===== config.mk =====
export PLATFORM = sky130hd
export DESIGN_NAME = serial_to_parallel_flat
export DESIGN_NICKNAME = d
export VERILOG_FILES = /design/src/rtl/serial_to_parallel_if.sv /design/src/rtl/serial_to_parallel.sv /design/src/flat_wrapper.sv
export SDC_FILE = /design/constraint.sdc
export NUM_CORES = 1
export LEC_CHECK = 0
export ABC_AREA = 0
export BUFFER_PORTS_ARGS = -buffer_cell sky130_fd_sc_hd__buf_2
export CAP_MARGIN = 25
export CORE_ASPECT_RATIO = 1.1
export CORE_UTILIZATION = 53
export CTS_CLUSTER_SIZE = 25
export DETAILED_ROUTE_END_ITERATION = 8
export GPL_ROUTABILITY_DRIVEN = 0
export MAX_ROUTING_LAYER = met4
export PLACE_DENSITY = 0.76
export SLEW_MARGIN = 20
export SYNTH_ARGS = -nofsm -noshare
export SYNTH_HDL_FRONTEND = slang
export SYNTH_SLANG_ARGS = --single-unit

===== constraint.sdc =====
create_clock -name clk -period 4.6 [get_ports clk]
set_clock_uncertainty 0.1 [all_clocks]
set_input_delay 0.92 -clock clk [delete_from_list [all_inputs] [get_ports clk]]
set_output_delay 0.92 -clock clk [all_outputs]
set_load 0.02 [all_outputs]

===== src/rtl/serial_to_parallel_if.sv =====
// Serial receive bundle for serial_to_parallel: bit stream, framing control and
// the valid/ready word output. master = bit producer/consumer side, slave = receiver.
interface serial_to_parallel_if #(
    parameter int WIDTH = 8
);
    logic             bit_valid;
    logic             serial_in;
    logic             right_left;
    logic             clear;
    logic [WIDTH-1:0] data_out;
    logic             data_valid;
    logic             data_ready;
    logic             overrun;
    logic             busy;
    logic             frame_err;

    modport master (
        output bit_valid, serial_in, right_left, clear, data_ready,
        input  data_out, data_valid, overrun, busy, frame_err
    );

    modport slave (
        input  bit_valid, serial_in, right_left, clear, data_ready,
        output data_out, data_valid, overrun, busy, frame_err
    );
endinterface


===== src/rtl/serial_to_parallel.sv =====
// Rebuilds WIDTH-bit words from a serial bit stream (per-frame LSB/MSB-first order),
// with a one-word valid/ready holding register and sticky overrun. Optional macro
// SERIAL_TIMEOUT_EN drops stalled partial frames after TIMEOUT idle cycles.
module serial_to_parallel #(
    parameter int WIDTH   = 8,
    parameter int TIMEOUT = 16
) (
    input  logic                clk,
    input  logic                rst_n,
    serial_to_parallel_if.slave bus
);
    localparam int CNT_W = $clog2(WIDTH);

    typedef enum logic [0:0] {
        IDLE    = 1'b0,
        COLLECT = 1'b1
    } state_t;

    state_t           state_r;
    state_t           state_s;
    logic [CNT_W-1:0] count_r;
    logic             order_r;
    logic [WIDTH-1:0] sr_r;
    logic [WIDTH-1:0] data_r;
    logic             valid_r;
    logic             overrun_r;

    logic             timeout_s;
    logic             take_bit_s;
    logic             order_s;
    logic [WIDTH-1:0] word_s;
    logic             complete_s;
    logic             load_s;
    logic             drop_s;

    if (WIDTH < 2) begin : g_bad_width
        $error("serial_to_parallel: WIDTH must be >= 2");
    end
    if (TIMEOUT < 1) begin : g_bad_timeout
        $error("serial_to_parallel: TIMEOUT must be >= 1");
    end

    // FSM state register
    always_ff @(posedge clk or negedge rst_n) begin
        if (!rst_n) begin
            state_r <= IDLE;
        end else begin
            state_r <= state_s;
        end
    end

    // FSM next state: clear beats timeout, timeout beats an incoming bit
    always_comb begin
        state_s = state_r;
        if (bus.clear) begin
            state_s = IDLE;
        end else if (timeout_s) begin
            state_s = IDLE;
        end else if (take_bit_s) begin
            case (state_r)
                IDLE:    state_s = COLLECT;
                COLLECT: state_s = complete_s ? IDLE : COLLECT;
                default: state_s = IDLE;
            endcase
        end else begin
            state_s = state_r;
        end
    end

    // FSM outputs: per-cycle strobes driving the datapath
    always_comb begin
        take_bit_s = bus.bit_valid && !bus.clear && !timeout_s;
        order_s    = (state_r == IDLE) ? bus.right_left : order_r;
        if (order_s) begin
            word_s = {bus.serial_in, sr_r[WIDTH-1:1]};
        end else begin
            word_s = {sr_r[WIDTH-2:0], bus.serial_in};
        end
        complete_s = take_bit_s && (state_r == COLLECT) && (count_r == CNT_W'(WIDTH - 1));
        load_s     = complete_s && (!valid_r || bus.data_ready);
        drop_s     = complete_s && valid_r && !bus.data_ready;
    end

    // Frame assembly: shift register, bit count and latched bit order
    always_ff @(posedge clk or negedge rst_n) begin
        if (!rst_n) begin
            count_r <= '0;
            order_r <= 1'b0;
            sr_r    <= '0;
        end else if (bus.clear || timeout_s) begin
            count_r <= '0;
            sr_r    <= '0;
        end else if (take_bit_s) begin
            sr_r    <= word_s;
            order_r <= order_s;
            count_r <= complete_s ? '0 : count_r + CNT_W'(1);
        end else begin
            count_r <= count_r;
        end
    end

    // Holding register: a completed word is kept unless the slot is full and not being drained
    always_ff @(posedge clk or negedge rst_n) begin
        if (!rst_n) begin
            data_r    <= '0;
            valid_r   <= 1'b0;
            overrun_r <= 1'b0;
        end else begin
            if (load_s) begin
                data_r  <= word_s;
                valid_r <= 1'b1;
            end else if (valid_r && bus.data_ready) begin
                valid_r <= 1'b0;
            end else begin
                valid_r <= valid_r;
            end
            if (bus.clear) begin
                overrun_r <= 1'b0;
            end else if (drop_s) begin
                overrun_r <= 1'b1;
            end else begin
                overrun_r <= overrun_r;
            end
        end
    end

`ifdef SERIAL_TIMEOUT_EN
    localparam int IDLE_W = $clog2(TIMEOUT + 1);

    logic [IDLE_W-1:0] idle_cnt_r;
    logic              frame_err_r;

    // Timeout fires once TIMEOUT bit-less cycles have been counted in COLLECT
    always_comb begin
        timeout_s = (state_r == COLLECT) && (idle_cnt_r == IDLE_W'(TIMEOUT)) && !bus.clear;
    end

    // Idle counter runs only while collecting and restarts on every bit
    always_ff @(posedge clk or negedge rst_n) begin
        if (!rst_n) begin
            idle_cnt_r <= '0;
        end else if (bus.clear || (state_r == IDLE) || bus.bit_valid || timeout_s) begin
            idle_cnt_r <= '0;
        end else if (idle_cnt_r != IDLE_W'(TIMEOUT)) begin
            idle_cnt_r <= idle_cnt_r + IDLE_W'(1);
        end else begin
            idle_cnt_r <= idle_cnt_r;
        end
    end

    // One-cycle frame error pulse following a timeout
    always_ff @(posedge clk or negedge rst_n) begin
        if (!rst_n) begin
            frame_err_r <= 1'b0;
        end else begin
            frame_err_r <= timeout_s;
        end
    end

    assign bus.frame_err = frame_err_r;
`else
    assign timeout_s     = 1'b0;
    assign bus.frame_err = 1'b0;
`endif

    assign bus.data_out   = data_r;
    assign bus.data_valid = valid_r;
    assign bus.overrun    = overrun_r;
    assign bus.busy       = (state_r == COLLECT);
endmodule


===== src/flat_wrapper.sv =====
// flat-port wrapper written by rule: the top's interface ports become plain ports
module serial_to_parallel_flat 
#(
    parameter int WIDTH   = 8,
    parameter int TIMEOUT = 16
)
  (clk, rst_n, bus_bit_valid, bus_serial_in, bus_right_left, bus_clear, bus_data_ready, bus_data_out, bus_data_valid, bus_overrun, bus_busy, bus_frame_err);
  serial_to_parallel_if #(.WIDTH(WIDTH)) bus_i ();
  input  logic clk;
  input  logic rst_n;
  input wire logic [$bits(bus_i.bit_valid)-1:0] bus_bit_valid;
  input wire logic [$bits(bus_i.serial_in)-1:0] bus_serial_in;
  input wire logic [$bits(bus_i.right_left)-1:0] bus_right_left;
  input wire logic [$bits(bus_i.clear)-1:0] bus_clear;
  input wire logic [$bits(bus_i.data_ready)-1:0] bus_data_ready;
  output wire logic [$bits(bus_i.data_out)-1:0] bus_data_out;
  output wire logic [$bits(bus_i.data_valid)-1:0] bus_data_valid;
  output wire logic [$bits(bus_i.overrun)-1:0] bus_overrun;
  output wire logic [$bits(bus_i.busy)-1:0] bus_busy;
  output wire logic [$bits(bus_i.frame_err)-1:0] bus_frame_err;
  assign bus_i.bit_valid = bus_bit_valid;
  assign bus_i.serial_in = bus_serial_in;
  assign bus_i.right_left = bus_right_left;
  assign bus_i.clear = bus_clear;
  assign bus_i.data_ready = bus_data_ready;
  assign bus_data_out = bus_i.data_out;
  assign bus_data_valid = bus_i.data_valid;
  assign bus_overrun = bus_i.overrun;
  assign bus_busy = bus_i.busy;
  assign bus_frame_err = bus_i.frame_err;
  serial_to_parallel #(.WIDTH(WIDTH), .TIMEOUT(TIMEOUT)) u_core (.clk(clk), .rst_n(rst_n), .bus(bus_i));
endmodule

Yosys cells after proc, flatten, opt, wreduce, memory -nomap -nowiden --
Cells that the tools add are included.
Operators by class: $add $sub $neg 1, multipliers 0, div/mod/pow operators 0, $lt $le $gt $ge 0, equality and inequality tests 1, shift-type cells 0, multiplexer cells 15, bitwise operators 2, reduce and logical (&&, ||, !) cells 15
Operators with widths (count):
- 8-bit two-way mux | 3
- 3-bit two-way mux | 3
- 1-bit two-way mux | 8
- 1-bit logical AND | 7
- 2-bit nonzero test | 3
- 3-bit by 1-bit adder with 3-bit output (second input constant) | 1
- 3-bit == test (second input constant) | 1
- 1-bit zero test | 3
- 1-bit inverter | 2
- 1-bit case mux with 2 select lines | 1
- 2-bit AND reduction | 1
- 1-bit logical OR | 1
Word-level totals: flip-flop bits (word level) 23, bits in latches 0, RAM bits 0, ROM bits 0, input bits 7, output and inout bits 12, word-level logic and storage cells 41, memories kept 0

Depth between registers and ports, before layout --
Gate-level depths: netlist of the first run.
word-level depth 8, gate-level depth with buffers 5, depth with buffers taken out 5

Worst setup path after synthesis of the first run --
No wires, ideal clock.
path kind input-to-reg, start input port bus_right_left, end register u_core.data_r[2], in the netlist u_core.bus.data_out[2], library setup time 0.125 ns, data arrival time 1.922 ns, required time 4.375 ns, slack 2.453 ns, stages 3, path buffers 0, cells stage by stage mux2i_2 mux2_2 mux2_2
Between the ends: longest elaborated chain between the ends 2
RTL lines:
- from (decl) | RTL line flat_wrapper.sv:13 | input wire logic [$bits(bus_i.right_left)-1:0] bus_right_left;
- 1-bit two-way mux | RTL line serial_to_parallel.sv:73 | order_s = (state_r == IDLE) ? bus.right_left : order_r;
- 8-bit two-way mux | RTL line serial_to_parallel.sv:74 | if (order_s) begin
- to (signal assigned) | RTL line serial_to_parallel.sv:110 | data_r <= word_s;
- to (decl) | RTL line serial_to_parallel.sv:24 | logic [WIDTH-1:0] data_r;
Every way passes these cells. A chain may end at the register's enable or synchronous reset.

Final worst setup path of the first run --
start input port bus_right_left, end register u_core.data_r[5], in the netlist u_core.bus.data_out[5]
Same word-level chain as after synthesis.

==> results of run 1 <==
-- critical path, delay by kind of cell --
family   cells  cell delay (ns)
buf+inv      1             0.10
mux          3             1.15
-- cell usage in the layout, fill, tap and decap left out, drive strengths merged, types with 2 or more instances in the layout --
cell | Yosys | routed
a21oi | 3 | 3
buf | 1 | 17
clkbuf | 3 | 4
dfrtp | 23 | 23
ha | 2 | 2
mux2 | 16 | 16
mux2i | 2 | 2
nand2 | 4 | 4
nand3 | 2 | 2
nor2 | 19 | 19
nor3 | 2 | 2
o21a | 8 | 8
-- kinds of logic after synthesis --
group / Yosys count
simple gates: 31
flops: 23
mux: 18
compound gates: 13
buf+inv: 5
fa+ha+maj: 2
other cells: 1
-- sequential cells by signal (all words and copies together) (netlist names) --
name	flops
u_core.count_r	3
u_core.sr_r	8
u_core.order_r	1
u_core.bus.data_out	8
u_core.bus.data_valid	1
u_core.bus.overrun	1
u_core.bus.busy	1
-- worst min path at each step --
stage	start	to	depth (start not counted)
6_report	u_core.order_r	u_core.order_r	2
5_1_grt	u_core.bus.data_out[2]	u_core.bus.data_out[2]	1
4_1_cts	u_core.bus.data_out[2]	u_core.bus.data_out[2]	1
3_5_place_dp	u_core.bus.data_out[2]	u_core.bus.data_out[2]	1
3_3_place_gp	u_core.bus.overrun	u_core.bus.overrun	2
2_1_floorplan	u_core.order_r	u_core.order_r	2
-- routing by layer --
metal  part of all wire [%]  vias up  wire length, um  global-route usage [%]
met5                      0        -                0                       -
met4                   0.50        0                9                   10.10
met3                    3.7        2               66                   3.333
met2                     47       18              845                   30.64
met1                     49      356              876                   25.37
li1                       -      350                -                       -
-- cell type report --
| class | instances | area (um^2) |
|---|---|---|
| clock buffer | 4 | 26.28 |
| fill | 162 | 651.9 |
| inverter | 1 | 3.754 |
| multi-input combinational | 65 | 465.4 |
| sequential | 23 | 575.6 |
| tap | 27 | 33.78 |
| timing repair buffer | 17 | 85.08 |
-- stage by stage --
step	std cells	utilization, %
2_1_floorplan	93	-
3_3_place_gp	133	63.18
3_5_place_dp	133	63.18
4_1_cts	137	64.61
5_1_grt	137	64.61
6_report	137	64.61
-- power groups by stage --
| stage | Clock, W | Combinational (W) | Sequential [W] |
|---|---|---|---|
| 2_1_floorplan | 0 | 0.0000318 | 0.000219 |
| 3_3_place_gp | 0 | 0.0000433 | 0.000220 |
| 3_5_place_dp | 0 | 0.0000449 | 0.000220 |
| 4_1_cts | 0.0000963 | 0.0000450 | 0.000216 |
| 5_1_grt | 0.000105 | 0.0000500 | 0.000218 |
| 6_report | 0.0000903 | 0.0000445 | 0.000216 |
==> impl_summary.md, run 1 <==
Synthesis
The multiplexer share of the synthesized area is between 10% and 20%. Synthesis produced 93 cells. Summing the areas of all fa, ha and maj instances in the mapped netlist gives 2.353% of the synthesized area. The netlist area before placement is 1064 um^2. The total of flip-flops plus latches after synthesis is 23.

The fraction of the mapped netlist area in compound gates is 8.235%. Among all flip-flop cells after synthesis, the most frequent one is sky130_fd_sc_hd__dfrtp_1. The synthesized area divided by synthesized cell count is 11.44 um^2.

The Yosys step of the flow raised 0 warnings. By area, the combinational part of the netlist is dominated by multiplexers. In this run the biggest area consumer among cell types represents a little over half of the synthesized area. The fraction of the yosys area taken by sequential cells is 54.12%. The most numerous cell in the Yosys netlist is sky130_fd_sc_hd__dfrtp_1. The number of flops mapped to enable cells by yosys is 0. The number of distinct library cell variants in the gate-level netlist after synthesis is 22.

Ranked by instance count, the synthesized netlist is headed by sky130_fd_sc_hd__dfrtp_1 (23), sky130_fd_sc_hd__nor2_1 (19), sky130_fd_sc_hd__mux2_2 (16). For this run, asynchronously set or reset flops after synthesis account for between 90% and 100%. Counting every net in the synthesized netlist gives ~100. Sorting the synthesized cells by area gives the leading types as sky130_fd_sc_hd__dfrtp_1 (54%), sky130_fd_sc_hd__mux2_2 (17%), sky130_fd_sc_hd__nor2_1 (6.7%). After Yosys synthesis, and, or, nand and nor cells account for between 10% and 20% of the synthesized area. The largest area contributor in the synthesized netlist is sky130_fd_sc_hd__dfrtp_1. The synthesized netlist devotes 0% of its cell area to XOR and XNOR gates.

Power and ir drop
The portion of total power attributed to sequential cells is about three fifths. Summed over all cells, the static leakage comes to 0.6125 nW. Power spread over the standard cell area amounts to 295.1 nW/um^2.

The maximum resistive drop on vdd is 0.0001681 V. Summed over all nets, the switching power comes to about 0.000088 W. The clock network fraction of total power is 25.7%.

The completed layout was analyzed and its total power is around 0.00035 W. In this run switching power makes up about 25% of total power. The total internal power is 0.0002635 W. The combinational group share of total power is between 10% and 20%.

Clocking
The later pin in the worst-skew pair is clocked with a latency of 0.30 ns. The buffers inserted during post-CTS setup optimization is 0. The number of CTS-inserted buffers is 3. The CTS tree is built. CTS built an H-tree with a depth of 1. Once the clock tree was built, the resizer swapped 0 gates to a different size.

The clock-pin slew reported for the worst setup and hold paths after clock tree synthesis is approximately 0.12 ns. The number of clock sinks seen by CTS is 23. The maximum root-to-sink buffer count is 2. The quantity of hold-fixing buffers added after cts is 0. The clock tree root driver cell is sky130_fd_sc_hd__clkbuf_4.

STA
The setup slack after layout is between 2 and 3 ns. The max-slew violation count is 0. For this run, the top clock speed supported by timing is about 0.48 GHz. The final count of hold timing violations is 0. Setup violations remaining at the end of the flow were counted as 0. The actual transition at the worst max-transition pin is 0.5680 ns. The time the final worst path needs with I/O delays and setup is 2.073 ns. The final critical path takes up 45.06% of the cycle. Setup repair after global routing left no endpoint under its margin. The final worst hold slack is 0.4147 ns. The worst pin sits at a relative slew slack of 61.38%. For the final routed database, the setup TNS stands at 0 ns.

Critical path
For this design, the slowest cell found on the critical path is sky130_fd_sc_hd__mux2i_2. The worst flop-to-flop path endpoint is u_core.bus.data_out[5]. The worst register-to-register path has a depth of 3. The worst register-to-register path begins at u_core.bus.busy. Across all register-to-register paths, the minimum setup slack is 2.68 ns. The cell that appears most often on the critical path is sky130_fd_sc_hd__mux2_2. Traced cell by cell, the critical path runs through buf_2 -> mux2i_2 -> mux2_2 -> mux2_2. For this run, the slowest stage of the critical path takes 0.46 ns. The worst path arrival time is about 2.2 ns.

Along the worst path, the maximum fanout reaches 9. The worst setup path is launched from a primary input. The worst setup path is captured at a register. Data on the critical path is required at its endpoint by between 4 and 5 ns.

The endpoint of the most critical setup path is u_core.bus.data_out[5]. The class of the most critical setup path is primary input to register. In this run the worst setup path begins at bus_right_left.

Global routing
The initial antenna violation count was 0. The maximum number of pins on one net before global-route repair is 24. The first global-routing pass estimated 3070 um of wire.

The remaining global-route overflow is 0. The via count of the first global-routing pass is 735. The combined global-route utilization of all metal layers is 20.03%.

Die
From bottom edge to top edge, the die measures 48.98 um. Measured along the x axis, the die boundary spans approximately 45 um. The die covers 2190 um^2. The boundary pin count is 19. The total core area is approximately 1800 um^2.

The number of core rows is 16. The initial core utilization is 57.74%.

Place
Summed over all nets, the half-perimeter wirelength after detailed placement is around 1300 um. The number of port buffers is 17. The worst-case setup slack after placement is between 2 and 2.5 ns. The total placed instance area is 1164 um^2.

Route
The number of DRC markers after the initial detailed-route iteration is 11. For this block, the via count after detailed routing is 726. The count of unresolved DRC violations after routing is 0. Using the TritonRoute via totals, the vias-per-cell ratio works out to 5.299. The detail route stage leaves a number of antenna-violating nets equal to 0. Before antenna repair, the detailed router went through 4 iterations.

Wires add up to approximately 1800 um. The mean routed wirelength per cell is 13.13 um.

Finish
From synthesis to final layout, the design area changed by 11.88%. The net count of the finished layout is 120. The total non-filler cell area in the finished layout is 1190 um^2. The number of antenna diodes in the final layout is 0.

The post-route netlist has 35.45% of its cells at a drive strength greater than 1.

Run
The number of max-capacitance violations reported is 0.

Hold path
In this run the worst hold path is classified as register to register.

Outcome
The run finished with clean final reports.
No activity file was read; power rests on OpenSTA's default activity.
==> run 2: changes to the inputs <==
==> constraint.sdc (replaced) <==
create_clock -name clk -period 2.17 [get_ports clk]
set_clock_uncertainty 0.1 [all_clocks]
set_input_delay 0.434 -clock clk [delete_from_list [all_inputs] [get_ports clk]]
set_output_delay 0.434 -clock clk [all_outputs]
set_load 0.02 [all_outputs]
==> run 2 against run 1 <==
  * Critical path depth increased by 1
  * First-iteration DRC count decreased by 55%
  * Critical endpoint is now u_core.bus.data_out[7]
  * Largest cell class unchanged
  * Setup slack got worse by 2.2 ns
  * Non-clock buffer count increased by 3
  * Sequential power increased by 110%
  * Clock power increased by 120%
  * Hold slack got worse by 0.058 ns
  * Cell count increased by 2.2%
  * Register-to-register slack got worse by 2.3 ns
  * Utilization increased by 1.4 points
  * Combinational power increased by 120%
  * Die area unchanged
==> impl_summary.md, run 2 (synthesis gave the netlist of run 1 again) <==
STA
The final count of hold timing violations is 0. The final worst hold slack is ~0.36 ns. Setup repair after global routing left no endpoint under its margin.

The count of final setup violators is 0. After layout, the minimum clock period comes to approximately 1.8 ns. The final cycle utilization of the critical path is 84.19%.

The maximum frequency from static timing analysis is approximately 0.55 GHz. The max-slew violation count was 0. The actual transition at the worst max-transition pin is 0.5040 ns. After routing, the total negative slack on setup checks comes to 0 ns.

Measured against its own limit, the worst slew margin works out to 66.40%.

Clocking
CTS saw 23 sinks. The quantity of hold-fixing buffers added after cts is 1. The buffers inserted during post-CTS setup optimization is 0. The number of CTS-inserted buffers is 3. At the later pin of the worst-skew pair, clock insertion delay measures 0.31 ns. The CTS tree is built. Post-CTS repair changed the size of 0 cells. In this run the clock root is driven by a sky130_fd_sc_hd__clkbuf_4.

The maximum root-to-sink buffer count is 2. In this run the number of H-tree levels came out at 1. The clock-pin slew reported for the worst setup and hold paths after clock tree synthesis is 0.12 ns.

Finish
Fill cells in the final layout number 156. Cells fill 65.96% of the core in the end. The most frequent standard cell in the layout excluding fill and tap cells is sky130_fd_sc_hd__dfrtp_1. Of the cells placed in the final design, the portion with a size suffix greater than 1 is 36.28%. The net count of the finished layout is about 120. Compared with the post-synthesis result, the final layout area differs by 14.24%. Registers take 575.6 um^2. The top cell types in the final layout, fill and taps aside, are sky130_fd_sc_hd__dfrtp_1 (23), sky130_fd_sc_hd__nor2_1 (19), sky130_fd_sc_hd__buf_2 (17), sky130_fd_sc_hd__mux2_2 (16), sky130_fd_sc_hd__o21a_1 (8). The area of combinational cells with multiple inputs is 465.4 um^2.

The number of diodes added for antenna fixing is 0. For this run, the number of standard cells in the final layout without fillers is 140.

Die
The die is 44.71 um wide. The initial core utilization is 57.74%. The total core area is 1842 um^2. During I/O placement, the number of pins put on the boundary was 19.

The die boundary height is 48.98 um. The floorplan has 16 rows. The die covers 2190 um^2.

Route
The count of unresolved DRC violations after routing is 0. Summing over every cut layer, the via total after detailed routing is approximately 750. After the first detailed-routing iteration, the DRC count stood at 5. After detailed routing, the total wire length is between 1500 and 2000 um. The average via count per standard cell is 5.379. The pre-antenna-repair detailed-routing pass consisted of 4 iterations.

Once detail routing completed, the nets flagged for antenna violations numbered 0. The mean routed wirelength per cell is 13.31 um.

Critical path
The cell with the biggest individual delay on the critical path is sky130_fd_sc_hd__dfrtp_1. In this run the worst path has a maximum fanout of 8. The delay of the slowest critical-path stage is 0.39 ns.

The class of the most critical setup path is register to register. Traced cell by cell, the critical path runs through ha_1 -> ha_1 -> nand3_1 -> nor3_4 -> mux2_2. The worst path arrival time is between 1.5 and 2 ns. Among the stages of the critical path, the cell type that occurs most often is sky130_fd_sc_hd__ha_1. The required time at the worst-slack endpoint is 2.28 ns. The critical path capture point type is a register. The critical path launch point type is a register.

Global routing
The global-route wire length before repair is 3229 um. The via count of the first global-routing pass is between 700 and 800. Global routing used around a fifth of the available tracks across all layers.

The maximum number of pins on one net before global-route repair is 24. The total overflow left after global routing is 0. The initial antenna violation count is 0.

Place
Including well taps, the total number of placed cells is around 140. Port buffering added 17 buffers. After legalization and detailed placement, the total HPWL measured 1296 um.

Hold path
The type of the tightest min-delay check is primary input to register.

Power and ir drop
Dividing total power by cell area gives a power density of 621.6 nW/um^2. The switching portion of total power is 25.37%. The maximum resistive drop on vdd is 0.0004603 V. The static leakage is 0.6262 nW.

The power spent charging and discharging nets is 0.0001916 W. In this run, the combinational gates consume 13.2% of the power. The total power is around 0.00076 W. The total internal power is 0.0005636 W. The clock network fraction of total power is 26.0%. Sequential cells burn between 60% and 70% of the power.

Outcome
The run finished with clean final reports.

Run
The number of max-capacitance violations reported is 0.
run 2: cell types whose count changed in the layout (fill, tap and decap cells not counted):
cell                            delta
sky130_fd_sc_hd__buf_4             +2
sky130_fd_sc_hd__dlygate4sd3_1     +1
run 2: cell type report:
| class | count | share of cell area [%] |
|---|---|---|
| sequential | 23 | 47.37 |
| multi-input combinational | 65 | 38.31 |
| timing repair buffer | 20 | 9.063 |
| tap | 27 | 2.781 |
| clock buffer | 4 | 2.163 |
| inverter | 1 | 0.3090 |
run 2: power groups by stage:
| stage | registers (W) | logic, W | clock network (W) |
|---|---|---|---|
| 2_1_floorplan | 0.000465 | 0.0000674 | 0 |
| 3_3_place_gp | 0.000466 | 0.0000969 | 0 |
| 3_5_place_dp | 0.000468 | 0.0000985 | 0 |
| 4_1_cts | 0.000459 | 0.000101 | 0.000203 |
| 5_1_grt | 0.000462 | 0.000112 | 0.000221 |
| 6_report | 0.000459 | 0.0000998 | 0.000196 |
run 2: path summary, 6_finish.rpt:
path	start	endpoint	slack (ns)	cells past startpoint
max	u_core.count_r[0]	u_core.bus.data_out[7]	0.34	5
min	bus_bit_valid	u_core.bus.data_valid	0.36	3
max reg2reg	u_core.count_r[0]	u_core.bus.data_out[7]	0.34	5
min reg2reg	u_core.bus.data_out[3]	u_core.bus.data_out[3]	0.42	1
max in group asynchronous	rst_n	u_core.bus.data_out[5]	1.10	2
min in group asynchronous	rst_n	u_core.bus.busy	0.52	2
run 2: critical path, delay by kind of cell (launching register included):
family / cells / cell delay, ns
AND/OR/NAND/NOR: 2 / 0.52
flip-flops: 1 / 0.39
multiplexers: 1 / 0.39
adder cells (fa/ha/maj): 2 / 0.33
run 2: layer usage:
| metal | part of all wire (%) | vias up | GRT usage [%] |
|---|---|---|---|
| met1 | 45 | 359 | 25.93 |
| met3 | 5.0 | 4 | 2.222 |
| li1 | - | 362 | - |
| met4 | 1.6 | 0 | 10.61 |
| met5 | 0 | - | - |
| met2 | 49 | 28 | 33.09 |
run 2: per-stage QoR:
stage               area [um^2]  worst slack, ns
floorplan                  1064           0.3214
global placement           1179           0.3973
detailed placement         1179           0.3415
CTS                        1215           0.3120
global route               1215           0.2117
finish                     1215           0.3431
==> run 3: changes to the inputs <==
--- a/config.mk
+++ b/config.mk
@@ -9,12 +9,12 @@
 export BUFFER_PORTS_ARGS = -buffer_cell sky130_fd_sc_hd__buf_2
 export CAP_MARGIN = 25
 export CORE_ASPECT_RATIO = 1.1
-export CORE_UTILIZATION = 53
+export CORE_UTILIZATION = 48
 export CTS_CLUSTER_SIZE = 25
 export DETAILED_ROUTE_END_ITERATION = 8
 export GPL_ROUTABILITY_DRIVEN = 0
 export MAX_ROUTING_LAYER = met4
-export PLACE_DENSITY = 0.76
+export PLACE_DENSITY = 0.73
 export SLEW_MARGIN = 20
 export SYNTH_ARGS = -nofsm -noshare
 export SYNTH_HDL_FRONTEND = slang
==> constraint.sdc (replaced) <==
create_clock -name clk -period 1.65 [get_ports clk]
set_clock_uncertainty 0.1 [all_clocks]
set_input_delay 0.33 -clock clk [delete_from_list [all_inputs] [get_ports clk]]
set_output_delay 0.33 -clock clk [all_outputs]
set_load 0.02 [all_outputs]
==> run 3 against run 2 <==
  * The flow now finishes with violations (negative setup slack)
  * Cell count up 5.7%
  * Maximum frequency up 11%
  * Via count down 0.27%
  * Sequential share of layout area down 4.1 points
  * First-iteration DRC count rose to 2.6 times the previous value
  * Power up 34%
  * Clock power up 28%
  * Critical path depth down 2
  * Non-clock buffer count up 6
  * Hold slack worse by 0.16 ns
  * Critical path type unchanged
==> impl_summary.md, run 3 (synthesis gave the netlist of run 1 again) <==
Outcome
The flow ran to the end, but the final reports show violations. The final reports fail on negative setup slack.

STA
Of the available clock period, the critical path in the final layout requires 100.1%. The routed design could run at a clock period as short as 1.652 ns. The max-slew violation count is 0. The actual transition at the worst max-transition pin is between 0.5 and 0.6 ns. Measured against its own limit, the worst slew margin works out to roughly two thirds. The maximum frequency from static timing analysis is 0.6054 GHz. Setup violations remaining at the end of the flow were counted as 1. Setup repair after global routing could not meet its margin everywhere. Across all setup checks in the final design, the least slack found is -0.001750 ns.

Hold is met by 0.1982 ns. The final count of hold timing violations came to 0.

Route
The number of DRC markers after the initial detailed-route iteration is 13. Wires add up to roughly 2100 um. The count of antenna-violating nets left after detailed routing is 0. The first TritonRoute pass finished after 4 iterations. The mean routed wirelength per cell is 13.93 um. The average via count per standard cell is between 5 and 6. The count of unresolved DRC violations after routing is 0. The final route contains 751 vias.

Global routing
The maximum number of pins on one net before global-route repair is 24. The combined global-route utilization of all metal layers is 20.27%. The via count of the first global-routing pass is 749. The initial antenna violation count is 0. Global routing finished with a remaining overflow of 0.

The global-route wire length before repair is 3360 um.

Hold path
The number of cells traversed by the worst hold path is 3. The type of the tightest min-delay check is primary input to register.

Power and ir drop
The switching portion of total power is 25.43%. Combinational logic is responsible for 15.2% of the overall power. Per report_power, the clock group accounts for 24.8% of the total. Dividing total power by cell area gives a power density of 759.7 nW/um^2.

The analysis attributes to cell leakage a power of 0.6606 nW. Per report_power, the sequential group accounts for 60.0% of the total. The maximum resistive drop on vdd is 0.0004889 V.

For this design the total switching power over the nets is roughly 0.00026 W. The total internal power is ~0.00075 W.

Finish
The library cell used most frequently in the layout, excluding fill and tap cells, is sky130_fd_sc_hd__dfrtp_1. The number of diodes added for antenna fixing is 0. The sequential cell area in the final layout is roughly 580 um^2. Once layout is complete, the utilization of the core stands at between 60% and 70%. The total non-filler cell area in the finished layout is 1333 um^2.

Summing all multi-input logic gate instances after layout gives 523.0 um^2. In the final layout, the share of cells above drive strength 1 is 43.33%. Leaving out fill and tap cells, the most frequent cells in the layout are sky130_fd_sc_hd__dfrtp_1 (22), sky130_fd_sc_hd__nor2_1 (19), sky130_fd_sc_hd__buf_2 (17), sky130_fd_sc_hd__mux2_2 (14), sky130_fd_sc_hd__o21a_1 (8). Compared with the post-synthesis result, the final layout area differs by 25.29%.

The final net count is 130. The filler cells instantiated in the layout total around 180.

Place
The total placed instance area is 1225 um^2. The number of port buffers is 17. The HPWL after detailed placement is roughly 1400 um.

Run
The number of max-capacitance violations reported is 0.

Die
The die boundary height is about 51 um. The number of core rows is 17. The boundary pin count is 19. The region available for standard cell placement spans a little over 2000 um^2. The x dimension of the die is 46.88 um.

The initial core utilization is a little over half. The area of the die is 2408 um^2.

Clocking
In this run, CTS created clock tree buffers numbering 3. The insertion delay of the later-clocked pin in the worst-skew pair is around 0.30 ns. The tree built by TritonCTS fans out to 23 sinks. The clock-pin slew reported for the worst setup and hold paths after clock tree synthesis is 0.12 ns.

TritonCTS built the clock tree. CTS built an H-tree with a depth of 1. The maximum root-to-sink buffer count is 2. The cell sitting at the root of the clock tree is a sky130_fd_sc_hd__clkbuf_4.

Critical path
Of all nets on the critical path, the largest fanout is 4. Data on the critical path is required at its endpoint by 1.75 ns. The critical path launch point type is a register. STA classifies the critical path endpoint as a register.

The worst path arrival time is 1.76 ns. The class of the most critical setup path is register to register. The depth of the worst register-to-register path is 3.
run 3: cell types whose count changed in the layout (fill, tap and decap cells not counted), moves of 2 or more:
cell / previous run / this run
sky130_fd_sc_hd__buf_4: 2 / 7
sky130_fd_sc_hd__mux2_4: 0 / 2
sky130_fd_sc_hd__mux2_2: 16 / 14
sky130_fd_sc_hd__ha_1: 2 / 0
run 3: critical path, cell delays in order, from the launching register on:
cell and delay (ns):
sky130_fd_sc_hd__dfrtp_2 0.45, sky130_fd_sc_hd__mux2i_2 0.33, sky130_fd_sc_hd__mux2_2 0.39, sky130_fd_sc_hd__mux2_2 0.27
run 3: metal layers:
| metal | part of all wire (%) | wire [um] | global-route usage [%] | up-vias |
|---|---|---|---|---|
| li1 | - | - | - | 371 |
| met1 | 48 | 991 | 28.70 | 358 |
| met2 | 47 | 967 | 29.17 | 20 |
| met3 | 4.4 | 91 | 2.473 | 2 |
| met4 | 0.58 | 12 | 8.571 | 0 |
| met5 | 0 | 0 | - | - |
run 3: worst paths after layout:
kind,startpoint,end,slack [ns]
worst max-delay path,u_core.bus.busy,u_core.bus.data_out[7],-0.002
worst min-delay path,bus_bit_valid,u_core.bus.data_valid,0.20
worst max register to register,u_core.bus.busy,u_core.bus.data_out[7],-0.002
worst min register to register,u_core.bus.data_out[3],u_core.bus.data_out[3],0.41
max in group asynchronous,rst_n,u_core.bus.busy,0.67
min in group asynchronous,rst_n,u_core.bus.overrun,0.42
run 3: layout make-up:
class                   count  share of cell area (%)
clock buffers               4                   1.972
inverters                   1                  0.2817
multi-input cells          66                   39.25
flip-flops and latches     23                   43.29
well taps                  28                   2.629
repair buffers             26                   12.58
run 3: through the flow:
stage          worst slack [ns]   power, W  instances  setup TNS (ns)
2_1_floorplan          -0.03238  0.0007052         93         -0.2588
3_3_place_gp           0.001267  0.0007489        139               0
3_5_place_dp           -0.06224  0.0007553        139         -0.4333
4_1_cts                -0.01651   0.001029        147        -0.04933
5_1_grt                -0.07121   0.001070        148         -0.5179
6_report              -0.001750   0.001012        148       -0.001750
run 3: power by group through the flow:
stage               Clock (W)  Combinational, W  Sequential [W]
finish               0.000251          0.000153        0.000608
global route         0.000288          0.000171        0.000611
CTS                  0.000270          0.000151        0.000608
detailed placement          0          0.000139        0.000616
global placement            0          0.000135        0.000614
floorplan                   0         0.0000910        0.000614
run 3: timing repair:
| action | CTS | global route |
|---|---|---|
| endpoints found under the setup margin | 8 | 8 |
| gates resized for setup | 7 | 0 |
| hold endpoints to repair | 23 | 0 |
| cloned | 1 | 0 |
| hold buffers | 1 | 0 |
| buffers inserted | 2 | 1 |
